## config.mk

```make
export PLATFORM = sky130hd
export DESIGN_NAME = arm_main_fsm_flat
export DESIGN_NICKNAME = d
export VERILOG_FILES = /design/src/rtl/arm_main_fsm_if.sv /design/src/rtl/arm_main_fsm.sv /design/src/flat_wrapper.sv
export SDC_FILE = /design/constraint.sdc
export NUM_CORES = 1
export LEC_CHECK = 0
export CELL_PAD_IN_SITES_DETAIL_PLACEMENT = 1
export CELL_PAD_IN_SITES_GLOBAL_PLACEMENT = 2
export CORE_MARGIN = 5
export CORE_UTILIZATION = 15
export CTS_CLUSTER_DIAMETER = 40
export DETAILED_ROUTE_END_ITERATION = 8
export PLACE_DENSITY = 0.72
export SLEW_MARGIN = 20
export SYNTH_ARGS = -nofsm -noshare
export SYNTH_HDL_FRONTEND = slang
export SYNTH_SLANG_ARGS = --single-unit
export TNS_END_PERCENT = 30
```

## constraint.sdc

```tcl
create_clock -name clk -period 1.5 [get_ports clk]
set_clock_uncertainty 0.2 [all_clocks]
set_input_delay 0.3 -clock clk [delete_from_list [all_inputs] [get_ports clk]]
set_output_delay 0.3 -clock clk [all_outputs]
set_load 0.01 [all_outputs]
```

## src/rtl/arm_main_fsm_if.sv

```systemverilog
// Control bundle between the ARM main FSM and the multicycle datapath.
// The FSM is the slave: it consumes instruction fields and drives selects/enables.
interface arm_main_fsm_if;
  logic [1:0] Op;
  logic [5:0] Funct;
  logic       IRWrite;
  logic       NextPC;
  logic       RegW;
  logic       MemW;
  logic       Branch;
  logic       AdrSrc;
  logic       ALUSrcA;
  logic [1:0] ALUSrcB;
  logic [1:0] ResultSrc;
  logic       ALUOp;
  logic [3:0] state;

  modport master (
    output Op, Funct,
    input  IRWrite, NextPC, RegW, MemW, Branch, AdrSrc,
           ALUSrcA, ALUSrcB, ResultSrc, ALUOp, state
  );

  modport slave (
    input  Op, Funct,
    output IRWrite, NextPC, RegW, MemW, Branch, AdrSrc,
           ALUSrcA, ALUSrcB, ResultSrc, ALUOp, state
  );
endinterface

```

## src/rtl/arm_main_fsm.sv

```systemverilog
// Multicycle ARM main controller: Moore FSM sequencing fetch/decode/execute/
// memory/writeback and emitting ungated enables plus datapath selects.
module arm_main_fsm (
  input  logic          clk,
  input  logic          rst_n,
  arm_main_fsm_if.slave bus
);

  typedef enum logic [3:0] {
    FETCH  = 4'd0,
    DECODE = 4'd1,
    MEMADR = 4'd2,
    MEMRD  = 4'd3,
    MEMWB  = 4'd4,
    MEMWR  = 4'd5,
    EXECR  = 4'd6,
    EXECI  = 4'd7,
    ALUWB  = 4'd8,
    BRANCH = 4'd9
  } state_t;

  state_t state_q, state_d;

  // Only I and S/L bits of Funct steer the sequence; the rest go to the ALU decoder.
  logic unused_funct;
  assign unused_funct = ^bus.Funct[4:1];

  always_ff @(posedge clk or negedge rst_n) begin
    if (!rst_n) state_q <= FETCH;
    else        state_q <= state_d;
  end

  always_comb begin
    state_d = FETCH;
    case (state_q)
      FETCH:  state_d = DECODE;
      DECODE: begin
        case (bus.Op)
          2'b00:   state_d = bus.Funct[5] ? EXECI : EXECR;
          2'b01:   state_d = MEMADR;
          2'b10:   state_d = BRANCH;
          default: state_d = FETCH;
        endcase
      end
      MEMADR: state_d = bus.Funct[0] ? MEMRD : MEMWR;
      MEMRD:  state_d = MEMWB;
      EXECR:  state_d = ALUWB;
      EXECI:  state_d = ALUWB;
      default: state_d = FETCH;
    endcase
  end

  always_comb begin
    bus.IRWrite   = 1'b0;
    bus.NextPC    = 1'b0;
    bus.RegW      = 1'b0;
    bus.MemW      = 1'b0;
    bus.Branch    = 1'b0;
    bus.AdrSrc    = 1'b0;
    bus.ALUSrcA   = 1'b0;
    bus.ALUSrcB   = 2'b00;
    bus.ResultSrc = 2'b00;
    bus.ALUOp     = 1'b0;
    case (state_q)
      FETCH: begin
        bus.IRWrite   = 1'b1;
        bus.NextPC    = 1'b1;
        bus.ALUSrcA   = 1'b1;
        bus.ALUSrcB   = 2'b10;
        bus.ResultSrc = 2'b10;
      end
      DECODE: begin
        bus.ALUSrcA   = 1'b1;
        bus.ALUSrcB   = 2'b10;
        bus.ResultSrc = 2'b10;
      end
      MEMADR: bus.ALUSrcB = 2'b01;
      MEMRD:  bus.AdrSrc  = 1'b1;
      MEMWB: begin
        bus.RegW      = 1'b1;
        bus.ResultSrc = 2'b01;
      end
      MEMWR: begin
        bus.MemW   = 1'b1;
        bus.AdrSrc = 1'b1;
      end
      EXECR: bus.ALUOp = 1'b1;
      EXECI: begin
        bus.ALUSrcB = 2'b01;
        bus.ALUOp   = 1'b1;
      end
      ALUWB: bus.RegW = 1'b1;
      BRANCH: begin
        bus.Branch    = 1'b1;
        bus.ALUSrcB   = 2'b01;
        bus.ResultSrc = 2'b10;
      end
      default: ;
    endcase
    // Reset squashes every strobe combinationally so nothing fires before the first edge.
    if (!rst_n) begin
      bus.IRWrite   = 1'b0;
      bus.NextPC    = 1'b0;
      bus.RegW      = 1'b0;
      bus.MemW      = 1'b0;
      bus.Branch    = 1'b0;
      bus.AdrSrc    = 1'b0;
      bus.ALUSrcA   = 1'b0;
      bus.ALUSrcB   = 2'b00;
      bus.ResultSrc = 2'b00;
      bus.ALUOp     = 1'b0;
    end
  end

  assign bus.state = state_q;

endmodule

```

## src/flat_wrapper.sv

```systemverilog
// flat-port wrapper written by rule: the top's interface ports become plain ports
module arm_main_fsm_flat 
  (clk, rst_n, bus_Op, bus_Funct, bus_IRWrite, bus_NextPC, bus_RegW, bus_MemW, bus_Branch, bus_AdrSrc, bus_ALUSrcA, bus_ALUSrcB, bus_ResultSrc, bus_ALUOp, bus_state);
  arm_main_fsm_if bus_i ();
  input  logic clk;
  input  logic rst_n;
  input wire logic [$bits(bus_i.Op)-1:0] bus_Op;
  input wire logic [$bits(bus_i.Funct)-1:0] bus_Funct;
  output wire logic [$bits(bus_i.IRWrite)-1:0] bus_IRWrite;
  output wire logic [$bits(bus_i.NextPC)-1:0] bus_NextPC;
  output wire logic [$bits(bus_i.RegW)-1:0] bus_RegW;
  output wire logic [$bits(bus_i.MemW)-1:0] bus_MemW;
  output wire logic [$bits(bus_i.Branch)-1:0] bus_Branch;
  output wire logic [$bits(bus_i.AdrSrc)-1:0] bus_AdrSrc;
  output wire logic [$bits(bus_i.ALUSrcA)-1:0] bus_ALUSrcA;
  output wire logic [$bits(bus_i.ALUSrcB)-1:0] bus_ALUSrcB;
  output wire logic [$bits(bus_i.ResultSrc)-1:0] bus_ResultSrc;
  output wire logic [$bits(bus_i.ALUOp)-1:0] bus_ALUOp;
  output wire logic [$bits(bus_i.state)-1:0] bus_state;
  assign bus_i.Op = bus_Op;
  assign bus_i.Funct = bus_Funct;
  assign bus_IRWrite = bus_i.IRWrite;
  assign bus_NextPC = bus_i.NextPC;
  assign bus_RegW = bus_i.RegW;
  assign bus_MemW = bus_i.MemW;
  assign bus_Branch = bus_i.Branch;
  assign bus_AdrSrc = bus_i.AdrSrc;
  assign bus_ALUSrcA = bus_i.ALUSrcA;
  assign bus_ALUSrcB = bus_i.ALUSrcB;
  assign bus_ResultSrc = bus_i.ResultSrc;
  assign bus_ALUOp = bus_i.ALUOp;
  assign bus_state = bus_i.state;
  arm_main_fsm u_core (.clk(clk), .rst_n(rst_n), .bus(bus_i));
endmodule
```

==> flow_summary.ini <==
[synthesis]
ys_types = 23
synth.avg_cell_area_um2 = 8.51
ys_top_cells_by_area = dfrtp_1, buf_6, buf_4
syn_area_um2 = 383
synthCells = 45
synth_ff_type = dfrtp_1
ys_seq_area_share_pct = 26.1
synth-edff-count = 0
synthesis.nets = 55
synth_common_cells = nand2_1, nor2_1, dfrtp_1, nor3_1
yosys.area.top_type = dfrtp_1
ys_seq_elements = 4
synth_top_area_share_pct = 26.1
ys_warn_count = 0
ys_async_sr_fraction_pct = 100

[critical_path]
reg2reg_from = u_core.bus.state[1]$_DFF_PN0_
cp-end-kind = output port
crit_slowest_cell = dfrtp_2
required_ns = 1.00
endpoint = bus_RegW
r2r_slack_ns = 0.14
cp_max_fo = 5
slowest_delay_ns = 0.43
path_cells = buf_4 > xnor2_1 > nor4b_2 > buf_2
path_depth = 4
reg2reg_depth = 5
cp.buffers_inverters = 2
critical-path-top-delay-family = flip-flops
reg2reg_to = u_core.bus.state[3]$_DFF_PN0_
cp-start-kind = flip-flop
cp_data_arrival_time_ns = 1.32
crit_type = reg2out
cp-startpoint = u_core.bus.state[2]$_DFF_PN0_

[sta]
slew_headroom_pct = 87.4
worst_slew_pin_slew_ns = 0.187
finalHoldViolations = 0
timing.final.max_slew_violations = 0
fin_ws_ns = -0.316
fmax_mhz = 551
min_period_over_period_pct = 121
period_minus_slack_ns = 1.82
final-setup-viol-count = 15
grt_setup_unrepaired = true

[power]
peakVddDrop_mv = 0.583
leakage_nw = 0.404
pwr_density_cell_mw_per_mm2 = 2140
finalPower_mw = 1.68

[cts]
cts_tree = built
cts_root_buffer = clkbuf_4
clk_pin_slew_ns = 0.04
clock-sinks = 4
cts_max_path_buffers = 2
ctsHoldBuffers = 0
insertion_delay_ns = 0.23
ctsHtreeMaxLevel = 1
cts-buffers-inserted = 3

[cells_and_area]
antenna_cells = 0
final_core_util_pct = 32.0
nNetsFinal = 96
design_area_um2 = 786
area_growth_pct = 105
drive_gt1_share_pct = 70.2
largest_reg_flops = 4

[detailed_routing]
drc = 0
postRouteAntennaNets = 0
wl_per_cell_um = 11.7
vias = 452
via_per_inst = 3.96
drt-total-wl_mm = 1.33
drt_iter0_drc = 8
drt_first_pass_iters = 4

[global_route]
grt-ovfl-total = 0
grt_pass1_wl_mm = 2.17
grt_max_degree = 7
grt_pass1_vias = 492
antenna_found_initial = 0
track_usage_pct = 7.94

[die]
row_count = 18
dieArea_mm2 = 0.00366
start_util_pct = 15.6
pin_count = 26
core_mm2 = 0.00245
die_width_um = 60.5
die_y_um = 60.5

[place]
port_buffers = 21
hpwl_um = 960
dpl_cell_area_um2 = 691
place_congestion = 0.704

[worst_hold_path]
hold_class = in2async

[run_status]
violations = setup timing
status = finished, violations left

[flow_run]
cap_violations = 0
==> worst min-delay path, cell delays in order <==
cell           delay (ns)
dlygate4sd2_1        0.26
buf_6                0.14
buf_4                0.13
==> stage by stage <==
step,std cells,hold slack [ns],TNS [ns],setup slack (ns)
6_report,114,0.0767,-2.85,-0.316
4_1_cts,114,0.0664,-3.22,-0.331
2_1_floorplan,45,-0.196,-0.192,-0.117
3_5_place_dp,102,0.497,-9.50,-0.793
3_3_place_gp,102,0.490,-9.53,-0.793
5_1_grt,114,0.0854,-3.94,-0.390
==> repair_timing <==
item                                   CTS  global route
setup endpoints to repair               16            17
buffers inserted                         9             0
endpoints found under the hold margin    0             0
resized for setup                       81             5
pin swaps                                6             5
==> cells by family (layout without fill, tap and decap cells) <==
family,after synthesis,in the layout,synth area share (%)
AO/OA/AOI/OAI,6,6,10.5
XOR/XNOR,3,3,6.86
buffers and inverters,8,47,16.7
flip-flops,4,4,26.1
AND/OR/NAND/NOR,24,24,39.9
==> cells in the final DEF (no fill, tap or decap), types with 2 or more instances in the layout <==
cell type and instances:
nor3_2 3, clkdlybuf4s50_1 4, and3_1 2, dlygate4sd2_1 2
clkbuf_4 3, nand2_2 2, nor2_2 2, nor2_1 2
buf_4 14, nand2_1 2, buf_2 12, buf_6 10
dfrtp_2 4, nand4b_1 2
==> metal layers <==
metal | share of wire (%) | up-vias | track usage [%]
met5 | 0 | - | 0
met4 | 0 | 0 | 4.64
met3 | 5.0 | 0 | 0.213
met2 | 55 | 11 | 13.9
met1 | 40 | 212 | 9.72
li1 | - | 229 | -
==> worst min-delay path by stage <==
stage | from | to | slack [ns] | depth (start not counted)
global route | rst_n | u_core.bus.state[0]$_DFF_PN0_ | 0.09 | 3
detailed placement | u_core.bus.state[0]$_DFF_PN0_ | u_core.bus.state[0]$_DFF_PN0_ | 0.50 | 1
global placement | u_core.bus.state[0]$_DFF_PN0_ | u_core.bus.state[0]$_DFF_PN0_ | 0.49 | 1
finish | rst_n | u_core.bus.state[0]$_DFF_PN0_ | 0.08 | 3
floorplan | rst_n | u_core.bus.state[0]$_DFF_PN0_ | -0.20 | 0
CTS | rst_n | u_core.bus.state[0]$_DFF_PN0_ | 0.07 | 3
==> final cells by class <==
| type | count | area [µm²] |
|---|---|---|
| timing repair buffer | 42 | 335 |
| fill | 301 | 1670 |
| multi-input combinational | 33 | 278 |
| tap | 30 | 37.5 |
| sequential | 4 | 105 |
| inverter | 2 | 7.51 |
| clock buffer | 3 | 22.5 |
==> where the power goes <==
part           internal, mW  total [mW]  switching (mW)
Sequential            0.169       0.264          0.0943
Clock                0.0894       0.132          0.0425
Combinational         0.733        1.28           0.549
Total                 0.992        1.68           0.686
Power figures use the tool's default switching activity.
